File: src/rtl/sqrt_odd_step_s5.sv
// Stage 5 of the pipelined square root: odd-sum root finder driving the stage-4 square register.
// Optional remainder output is enabled by defining SQRT_REMAINDER_EN.
module sqrt_odd_step_s5 #(
    parameter int unsigned A_WIDTH  = 12,
    parameter int unsigned SQ_WIDTH = A_WIDTH + 1,
    parameter int unsigned D_WIDTH  = A_WIDTH / 2 + 2,
    parameter int unsigned R_WIDTH  = A_WIDTH / 2
) (
    input  logic                clock,
    input  logic                reset,
    input  logic                flush,
    input  logic                in_valid,
    output logic                in_ready,
    input  logic [A_WIDTH-1:0]  a_in,
    input  logic [SQ_WIDTH-1:0] square_in,
    output logic [SQ_WIDTH-1:0] sq_next,
    output logic                sq_enable,
    output logic                out_valid,
    input  logic                out_ready,
    output logic [R_WIDTH-1:0]  root
`ifdef SQRT_REMAINDER_EN
    ,
    output logic [R_WIDTH:0]    rem
`endif
);

    typedef enum logic [1:0] {StIdle, StIter, StDone} state_e;

    state_e               state_q, state_d;
    logic [D_WIDTH-1:0]   delta_q, delta_d;
    logic [A_WIDTH-1:0]   a_q, a_d;
    logic [R_WIDTH-1:0]   root_q, root_d;
    logic                 out_valid_q, out_valid_d;
    logic                 continue_iter;

    // Square still fits under the operand: keep adding the next odd number.
    assign continue_iter = (square_in <= SQ_WIDTH'(a_q));

    always_comb begin
        state_d     = state_q;
        delta_d     = delta_q;
        a_d         = a_q;
        root_d      = root_q;
        out_valid_d = out_valid_q;
        sq_next     = SQ_WIDTH'(1);
        sq_enable   = 1'b0;
        unique case (state_q)
            StIdle: begin
                if (in_valid) begin
                    a_d       = a_in;
                    delta_d   = D_WIDTH'(3);
                    sq_enable = 1'b1;
                    state_d   = StIter;
                end
            end
            StIter: begin
                if (continue_iter) begin
                    sq_next   = square_in + SQ_WIDTH'(delta_q);
                    sq_enable = 1'b1;
                    delta_d   = delta_q + D_WIDTH'(2);
                end else begin
                    root_d      = R_WIDTH'((delta_q >> 1) - D_WIDTH'(1));
                    out_valid_d = 1'b1;
                    state_d     = StDone;
                end
            end
            StDone: begin
                if (out_ready) begin
                    out_valid_d = 1'b0;
                    state_d     = StIdle;
                end
            end
            default: state_d = StIdle;
        endcase
        // Abort wins over everything, including an accept in the same cycle.
        if (flush) begin
            state_d     = StIdle;
            out_valid_d = 1'b0;
            sq_enable   = 1'b0;
            a_d         = a_q;
            delta_d     = delta_q;
            root_d      = root_q;
        end
    end

    always_ff @(posedge clock or negedge reset) begin
        if (!reset) begin
            state_q     <= StIdle;
            delta_q     <= D_WIDTH'(3);
            a_q         <= '0;
            root_q      <= '0;
            out_valid_q <= 1'b0;
        end else begin
            state_q     <= state_d;
            delta_q     <= delta_d;
            a_q         <= a_d;
            root_q      <= root_d;
            out_valid_q <= out_valid_d;
        end
    end

`ifdef SQRT_REMAINDER_EN
    logic [R_WIDTH:0]  rem_q, rem_d;
    logic [SQ_WIDTH-1:0] prev_square;

    // square_in - delta + 2 recovers root^2 (the last square not exceeding a).
    assign prev_square = square_in - SQ_WIDTH'(delta_q) + SQ_WIDTH'(2);

    always_comb begin
        rem_d = rem_q;
        if (state_q == StIter && !continue_iter && !flush) begin
            rem_d = (R_WIDTH + 1)'(SQ_WIDTH'(a_q) - prev_square);
        end
    end

    always_ff @(posedge clock or negedge reset) begin
        if (!reset) begin
            rem_q <= '0;
        end else begin
            rem_q <= rem_d;
        end
    end

    assign rem = rem_q;
`endif

    assign in_ready  = (state_q == StIdle);
    assign out_valid = out_valid_q;
    assign root      = root_q;

endmodule

File: config.mk
export PLATFORM = sky130hd
export DESIGN_NAME = sqrt_odd_step_s5
export DESIGN_NICKNAME = d
export VERILOG_FILES = /design/src/rtl/sqrt_odd_step_s5.sv
export SDC_FILE = /design/constraint.sdc
export NUM_CORES = 1
export LEC_CHECK = 0
export CAP_MARGIN = 10
export CORE_MARGIN = 2
export CORE_UTILIZATION = 28
export CTS_BUF_LIST = sky130_fd_sc_hd__clkbuf_16
export CTS_CLUSTER_SIZE = 16
export DETAILED_ROUTE_END_ITERATION = 16
export GPL_TIMING_DRIVEN = 1
export RECOVER_POWER = 100
export SYNTH_ARGS = -nofsm -noshare
export SYNTH_HDL_FRONTEND = slang
export SYNTH_SLANG_ARGS = --single-unit
File: constraint.sdc
create_clock -name clock -period 7.85 [get_ports clock]
set_input_delay 1.1775 -clock clock [delete_from_list [all_inputs] [get_ports clock]]
set_output_delay 1.1775 -clock clock [all_outputs]
set_load 0.02 [all_outputs]
==> run metrics, run 1 <==
Largest delay share family, worst path buffers and inverters; Net Count, Synth 286; Setup CP Type primary input to output pin; synth unique cells 39; core footprint 6910 sq um; CTS root buf clkbuf_16; P_leak 1.24 nW; CTS Buf Count 5; Most Crowded Layer GR met2; final worst path period share 0.760; switching power share of the total 0.333; Routed Antenna Nets 0; aggregate global-route resource usage 0.132; Max-cap violations 1; Final HPWL DP 3.75 mm; Mapped Cells 233; clk_skew 0.00863 ns; later-pin clock latency in the skew report 0.28 ns; Port-buffer cells 51; routability cong. 0.840; vias in the first global route 1671; Rel. slew slack -0.0904; Routed wire per std cell 12.4 um; startpoint type of the worst setup path primary input; H-tree levels 2; unrepaired setup endpoints after global routing false; crit path max fanout 12; IO Count 52; Critical Path Most Common Cell dlygate4sd3_1; Post-synth EDFFs 0; met2 Usage GRT 0.204; Comb power frac 0.344; Worst Path Buf+Inv 2; drt pass-1 iters 4; Max VDD drop 0.0000988 V; # diodes 0; critical path required time 6.67 ns; clock power share 0.314; Setup Viol. Count Final 0; HP Class register to register; share of cells above drive strength 1 0.0450; cell count of the worst reg-to-reg path 9; post-synthesis register bit count 29; Starting Density 0.293; first-pass GRT wire length 7.96 mm; count of warnings emitted by yosys 0; Setup TNS 0 ns; total number of vias 1803; M1 GR Usage 0.175; Crit. End Element output pin; Nets 341; Internal Pwr Total 0.391 mW; DIE AREA 7910 sq um; clk buf depth 2; FMAX 168 MHz; Mapped Area 2020 sq um; critical path's slowest cell dlygate4sd3_1; Psw 0.195 mW; cts repair resizes 0; crit path DAT 4.79 ns; Synth-to-Final Area Change 35.9%; Filler Cells Inserted 716; clock-pin slew on the worst setup and hold paths 0.05 ns; Tot Pwr 0.587 mW; CTS Sinks 29; number of cell rows 30; largest net degree at the start of global routing 30; hold depth 2; stages on the worst setup path 9; global routing usage on met3 0.0314; initial antenna violation count 0; Flop pwr share 0.341; Die Width 89.0 um; Slew Viols, Final 30; CP max stage delay 0.69 ns; Die H 89.0 um; drt via density 4.68; Power Dens Cells 214 nW/um^2; CTS tree yes; Post-synth ARST share 1.00; CTS hold repair buffers 0; sequential share of the synthesized area 0.360; detailed-route DRC error count 0; WL final 4.77 mm; GRT overflow 0; # Post-CTS Setup Buffers 0; count of final hold-check violations 0; most used flip-flop cell after synthesis dfrtp_1; outcome finished with violations; failing checks max-capacitance violations, max-slew violations; syn_area_per_cell 8.67 sq um; crit path time final 5.97 ns; DR iter-0 viols 79; Slew @ Worst Pin 1.64 ns; Cell Chain, Critical Path dlygate4sd3_1, ha_1, and3_1, a221o_1, a2111oi_0, a21o_1, nand2_1, nor3_1, dlygate4sd3_1
## power groups by stage
| stage | logic [mW] | clock network (mW) | registers [mW] |
|---|---|---|---|
| floorplan | 0.114 | 0 | 0.220 |
| global placement | 0.217 | 0 | 0.204 |
| detailed placement | 0.217 | 0 | 0.205 |
| CTS | 0.219 | 0.188 | 0.202 |
| global route | 0.229 | 0.195 | 0.206 |
| finish | 0.202 | 0.184 | 0.200 |
## synth_stat cells, drive strengths merged (3+ instances only)
cell    instances  area, sq um
nor3            6         30.0
a21o            5         45.0
ha             22          275
clkbuf          4         15.0
xor2            6         52.6
nand4           3         18.8
o21bai          3         22.5
nand2          22         82.6
nor2           24         90.1
o21ai          20          100
or3             6         37.5
a21oi          20          104
xnor2           6         52.6
nor2b           4         25.0
inv            21         78.8
nand3           6         30.0
dfrtp          27          676
## metrics by stage
stage / instances / util / hold slack (ns) / setup slack, ns / area, sq um
after floorplan: 233 / - / 0.448 / 3.51 / 2020
after global placement: 377 / 0.383 / 0.475 / 2.41 / 2650
after detailed placement: 377 / 0.383 / 0.477 / 2.34 / 2650
after CTS: 385 / 0.404 / 0.488 / 2.33 / 2790
after global routing: 385 / 0.397 / 0.517 / 1.58 / 2750
final: 385 / 0.397 / 0.486 / 1.88 / 2750
## cell usage in the layout (no fill, tap or decap), drive strengths merged, types with 2 or more instances in the layout
master,synthesis,routed
a2111oi,2,2
a21o,5,5
a21oi,20,20
a31oi,2,2
and3,2,2
clkbuf,4,7
clkdlybuf4s50,0,26
clkinv,0,2
dfrtp,27,27
dfstp,2,2
dlygate4sd3,0,25
ha,22,22
inv,21,21
nand2,22,22
nand2b,2,2
nand3,6,6
nand3b,2,2
nand4,3,3
nor2,24,24
nor2b,4,4
nor3,6,6
o21a,2,2
o21ai,20,20
o21bai,3,3
o31ai,2,2
or2,2,2
or3,6,6
xnor2,6,6
xor2,6,6
## final cells by class
cell class / instances / area [sq um] / area share
Tap cell: 96 / 120 / 0.0438
Clock inverter: 3 / 17.5 / 0.00638
Inverter: 21 / 78.8 / 0.0287
Multi-Input combinational cell: 178 / 1160 / 0.422
Sequential cell: 29 / 728 / 0.265
Timing Repair Buffer: 53 / 518 / 0.189
Clock buffer: 5 / 125 / 0.0456
## path summary, 6_finish.rpt
check / from / end / slack [ns]
max: square_in[8] / sq_next[2] / 1.88
min: a_q[0] / a_q[0] / 0.49
max reg2reg: a_q[7] / delta_q[4] / 4.74
min reg2reg: a_q[0] / a_q[0] / 0.49
max in group asynchronous: reset / a_q[3] / 5.04
min in group asynchronous: reset / delta_q[5] / 1.85
## worst min-delay path, stage by stage (launching register included)
cell and delay (ns):
dfrtp_1 0.34, nand2_1 0.06, nand2_1 0.05
## metal layers
layer,up-vias,part of all wire
li1,920,-
met1,828,0.47
met2,41,0.46
met3,14,0.038
met4,0,0.029
met5,-,0
## state kept, by name, indices dropped and copies added, names as in the netlist
name and count:
a_q 12, delta_q 8, out_valid 1, root 6, state_q 2
## cells by family (layout without fill, tap and decap cells)
group / Yosys count / in the layout / synth area share
adders and majority gates: 23 / 23 / 0.146
buffers and inverters: 26 / 82 / 0.0520
and+or+nand+nor: 83 / 83 / 0.198
muxes: 1 / 1 / 0.00557
DFF: 29 / 29 / 0.360
xor gates and xnor gates: 12 / 12 / 0.0520
AOI/OAI and AO/OA: 59 / 59 / 0.186
No activity file was read; power rests on OpenSTA's default activity.
==> run 2, diff against run 1 <==
Clock period 7.85 ns to 5.1 ns, I/O delays scaled along.
==> run 2 against run 1 <==
Against the previous run:
- the run still ends with max-capacitance violations, max-slew violations left
- sequential power grew 54%
- die area is the same
- utilization up 0.38 points
- final cell count stayed put
- clock-buffer cell count unchanged
- cell area up 0.96%
- first-iteration DRC count fell by 24%
- worst hold slack got worse by 0.0066 ns
- combinational power grew 58%
- non-clock buffer count unchanged
- critical path depth did not move
- critical path type unchanged
- critical endpoint is now sq_next[6]
- largest cell class unchanged
==> run metrics, run 2 (synthesized netlist as in run 1, its figures left out) <==
CTS tree yes; Starting Density 0.293; startpoint type of the worst setup path primary input; DR iter-0 viols 60; Rel. slew slack -0.0772; Routed wire per std cell 12.5 um; Nets 341; IO Count 52; Die H 89.0 um; CTS hold repair buffers 0; CTS Buf Count 5; critical path required time 4.34 ns; WL final 4.81 mm; drt pass-1 iters 4; max FFs per register 12; # diodes 0; Worst Hold Launch a_q[0]; Routed Antenna Nets 0; total number of vias 1788; P_leak 1.24 nW; Max-cap violations 1; Tot Pwr 0.910 mW; # Post-CTS Setup Buffers 0; crit path max fanout 12; largest net degree at the start of global routing 30; Core Util, Final 0.401; Max VDD drop 0.000155 V; unrepaired setup endpoints after global routing false; number of cell rows 30; DIE AREA 7910 sq um; Port-buffer cells 51; cell count of the worst reg-to-reg path 9; Crit. End Element output pin; Power Dens Cells 329 nW/um^2; CTS Sinks 29; failing checks max-capacitance violations, max-slew violations; FMAX 209 MHz; Setup TNS 0 ns; Final HPWL DP 3.73 mm; GRT overflow 0; core footprint 6910 sq um; initial antenna violation count 0; Slew Viols, Final 30; clk_skew 0.00824 ns; H-tree levels 2; Synth-to-Final Area Change 37.2%; outcome finished with violations; drt via density 4.64; routability cong. 0.840; clock-pin slew on the worst setup and hold paths 0.05 ns; aggregate global-route resource usage 0.134; count of final hold-check violations 0; Die Width 89.0 um; detailed-route DRC error count 0; first-pass GRT wire length 8.03 mm; vias in the first global route 1698; share of cells above drive strength 1 0.0519; crit path DAT 4.02 ns; most frequent cells in the layout dfrtp_1 (27), clkdlybuf4s50_1 (27), nor2_1 (24), dlygate4sd3_1 (24); FF-to-FF Start a_q[7]; Most flops, register a_q; crit path time final 4.78 ns; cts repair resizes 0; Setup CP Type primary input to output pin; Slew @ Worst Pin 1.62 ns; later-pin clock latency in the skew report 0.28 ns; CTS root buf clkbuf_16; HP Class register to register; CP startpoint square_in[8]; final worst path period share 0.938; hold depth 2; clk buf depth 2; Setup Viol. Count Final 0
==> run 2: cell type report <==
class                           instances  area, sq um
Fill cell                             727         4140
Clock buffer                            5          125
Multi-Input combinational cell        178         1180
Tap cell                               96          120
Sequential cell                        29          728
Clock inverter                          3         17.5
Timing Repair Buffer                   53          518
Inverter                               21         78.8
==> run 2: worst paths after layout <==
path	slack, ns	to
max reg2reg	2.32	delta_q[4]
min in group asynchronous	1.44	delta_q[5]
min	0.48	a_q[0]
max in group asynchronous	2.71	a_q[3]
min reg2reg	0.48	a_q[0]
max	0.32	sq_next[6]
==> run 2: stage by stage <==
| step | cell area (sq um) | hold slack [ns] | instances | setup slack, ns |
|---|---|---|---|---|
| after floorplan | 2020 | 0.448 | 233 | 1.58 |
| after global placement | 2650 | 0.475 | 377 | 0.483 |
| after detailed placement | 2650 | 0.477 | 377 | 0.423 |
| after CTS | 2790 | 0.488 | 385 | 0.413 |
| after global routing | 2770 | 0.517 | 385 | 0.144 |
| final | 2770 | 0.480 | 385 | 0.318 |
==> run 2: critical path: stages <==
cell and delay, ns:
dlygate4sd3_1 0.62, ha_1 0.33, and3_1 0.17, a221o_1 0.33, a2111oi_4 0.41, a21o_4 0.21
nand2_1 0.27, a21oi_1 0.21, dlygate4sd3_1 0.70
==> run 2: layer usage <==
metal  track usage  part of all wire
met5             0                 0
met4        0.0678             0.022
met3        0.0397             0.059
met2         0.203              0.46
met1         0.173              0.46
==> run 2: report_power, final <==
group	leakage, nW	switching (mW)	internal (mW)
sequential	0.365	0.0268	0.282
combinational	0.802	0.172	0.146
clock	0.0696	0.105	0.178
total	1.24	0.304	0.606
==> run 3, diff against run 2 <==
Settings changed: CORE_ASPECT_RATIO set to 1.75, CORE_MARGIN 2 to 4, CORE_UTILIZATION 28 to 30.
==> run 3 against run 2 <==
Against the previous run:
- the flow still finishes with violations (max-capacitance violations, max-slew violations)
- combinational power about the same
- first-iteration DRC count decreased by 6.7%
- sequential cell count unchanged
- total power decreased by 0.46%
- routed wire length increased by 7.1%
- die area increased by 3.2%
- global-route usage about the same
- sequential share of layout area increased by 0.22 points
- critical path type unchanged
- largest cell class unchanged
- largest power group unchanged
- highest routed layer unchanged
==> run metrics, run 3 (synthesized netlist as in run 1, its figures left out) <==
startpoint type of the worst setup path primary input; final worst path period share 0.932; Max VDD drop 0.000151 V; routability cong. 0.823; Slew @ Worst Pin 1.64 ns; Max-cap violations 1; Largest delay share family, worst path buffers and inverters; Routed Antenna Nets 0; CTS hold repair buffers 0; failing checks max-capacitance violations, max-slew violations; HP Class register to register; max FFs per register 12; Rel. slew slack -0.0944; critical path's slowest cell clkdlybuf4s50_1; Die H 117 um; H-tree levels 2; first-pass GRT wire length 8.64 mm; Placed Area 2630 sq um; Register Area 728 sq um; CTS root buf clkbuf_16; detailed-route DRC error count 0; CTS Buf Count 5; most frequent cells in the layout dfrtp_1 (27), clkdlybuf4s50_1 (27), nor2_1 (24), dlygate4sd3_1 (24); WL final 5.16 mm; CP max stage delay 0.64 ns; drt pass-1 iters 4; crit path DAT 3.99 ns; # diodes 0; clk buf depth 2; area of the multi-input gates 1180 sq um; Setup TNS 0 ns; core footprint 6540 sq um; share of cells above drive strength 1 0.0450; vias in the first global route 1852; initial antenna violation count 0; CTS Sinks 29; Filler Cells Inserted 677; FMAX 210 MHz; IO Count 52; drt via density 4.89; Most flops, register a_q; aggregate global-route resource usage 0.133; Power Dens Cells 330 nW/um^2; largest net degree at the start of global routing 30; CTS tree yes; Worst Path Buf+Inv 2; Final Instance Area 2750 sq um; unrepaired setup endpoints after global routing false; Port-buffer cells 51; Final HPWL DP 4.07 mm; later-pin clock latency in the skew report 0.27 ns; crit path time final 4.75 ns; DR iter-0 viols 56; critical path required time 4.34 ns; # Post-CTS Setup Buffers 0; Setup Viol. Count Final 0; Cell Chain, Critical Path dlygate4sd3_1, ha_1, and3_1, a221o_1, a2111oi_4, a21o_4, nand2_1, nor3_1, clkdlybuf4s50_1; cts repair resizes 0; clock-pin slew on the worst setup and hold paths 0.05 ns; GRT overflow 0; outcome finished with violations; count of final hold-check violations 0; Setup CP Type primary input to output pin; Starting Density 0.309; clk_skew 0.00317 ns; P_leak 1.24 nW; Slew Viols, Final 30; Nets 341; total number of vias 1815; Crit. End Element output pin; number of cell rows 39; Routed wire per std cell 13.9 um; DIE AREA 8160 sq um; Synth-to-Final Area Change 36.0%; Die Width 70.0 um; crit path max fanout 12
==> run 3: metrics by stage <==
step                worst slack (ns)   util  hold WS [ns]  cells  power, mW
detailed placement             0.451  0.402         0.481    363      0.652
global placement               0.526  0.402         0.479    363      0.650
global route                   0.149  0.420         0.515    371      0.972
CTS                            0.424  0.423         0.492    371      0.932
finish                         0.345  0.420         0.480    371      0.906
floorplan                       1.58      -         0.448    233      0.514
==> run 3: path summary, 6_finish.rpt <==
check                                   from  slack (ns)    endpoint  depth (start not counted)
worst max-delay path            square_in[8]        0.35  sq_next[2]                          9
worst min-delay path                  a_q[0]        0.48      a_q[0]                          2
worst max register to register        a_q[7]        2.37  delta_q[4]                          9
worst min register to register        a_q[0]        0.48      a_q[0]                          2
max in group asynchronous              reset        2.70     a_q[10]                          2
min in group asynchronous              reset        1.44     root[3]                          2
==> run 3: worst register-to-register path, delay by kind of cell, from the launching register on <==
family / cells / cell delay, ns
buf+inv: 1 / 0.09
simple gates: 1 / 0.44
flops: 1 / 0.35
compound gates: 6 / 1.53
fa+ha+maj: 1 / 0.24
==> run 3: cell type report <==
type,count,area share
clock inverters,3,0.00455
multi-input cells,178,0.431
flip-flops and latches,29,0.265
repair buffers,53,0.188
inverters,21,0.0287
clock buffers,5,0.0455
well taps,82,0.0373
==> run 3: per-layer routing <==
layer / vias to the layer above / GRT usage / wire, um
met1: 845 / 0.144 / 2150
met5: - / 0 / 0
met3: 11 / 0.0276 / 182
met2: 39 / 0.251 / 2690
met4: 0 / 0.0550 / 138
li1: 920 / - / -
==> run 3: where the power goes <==
part	total [mW]	internal, mW	switching, mW
clock network	0.275	0.176	0.0987
registers	0.311	0.282	0.0291
logic	0.321	0.146	0.174
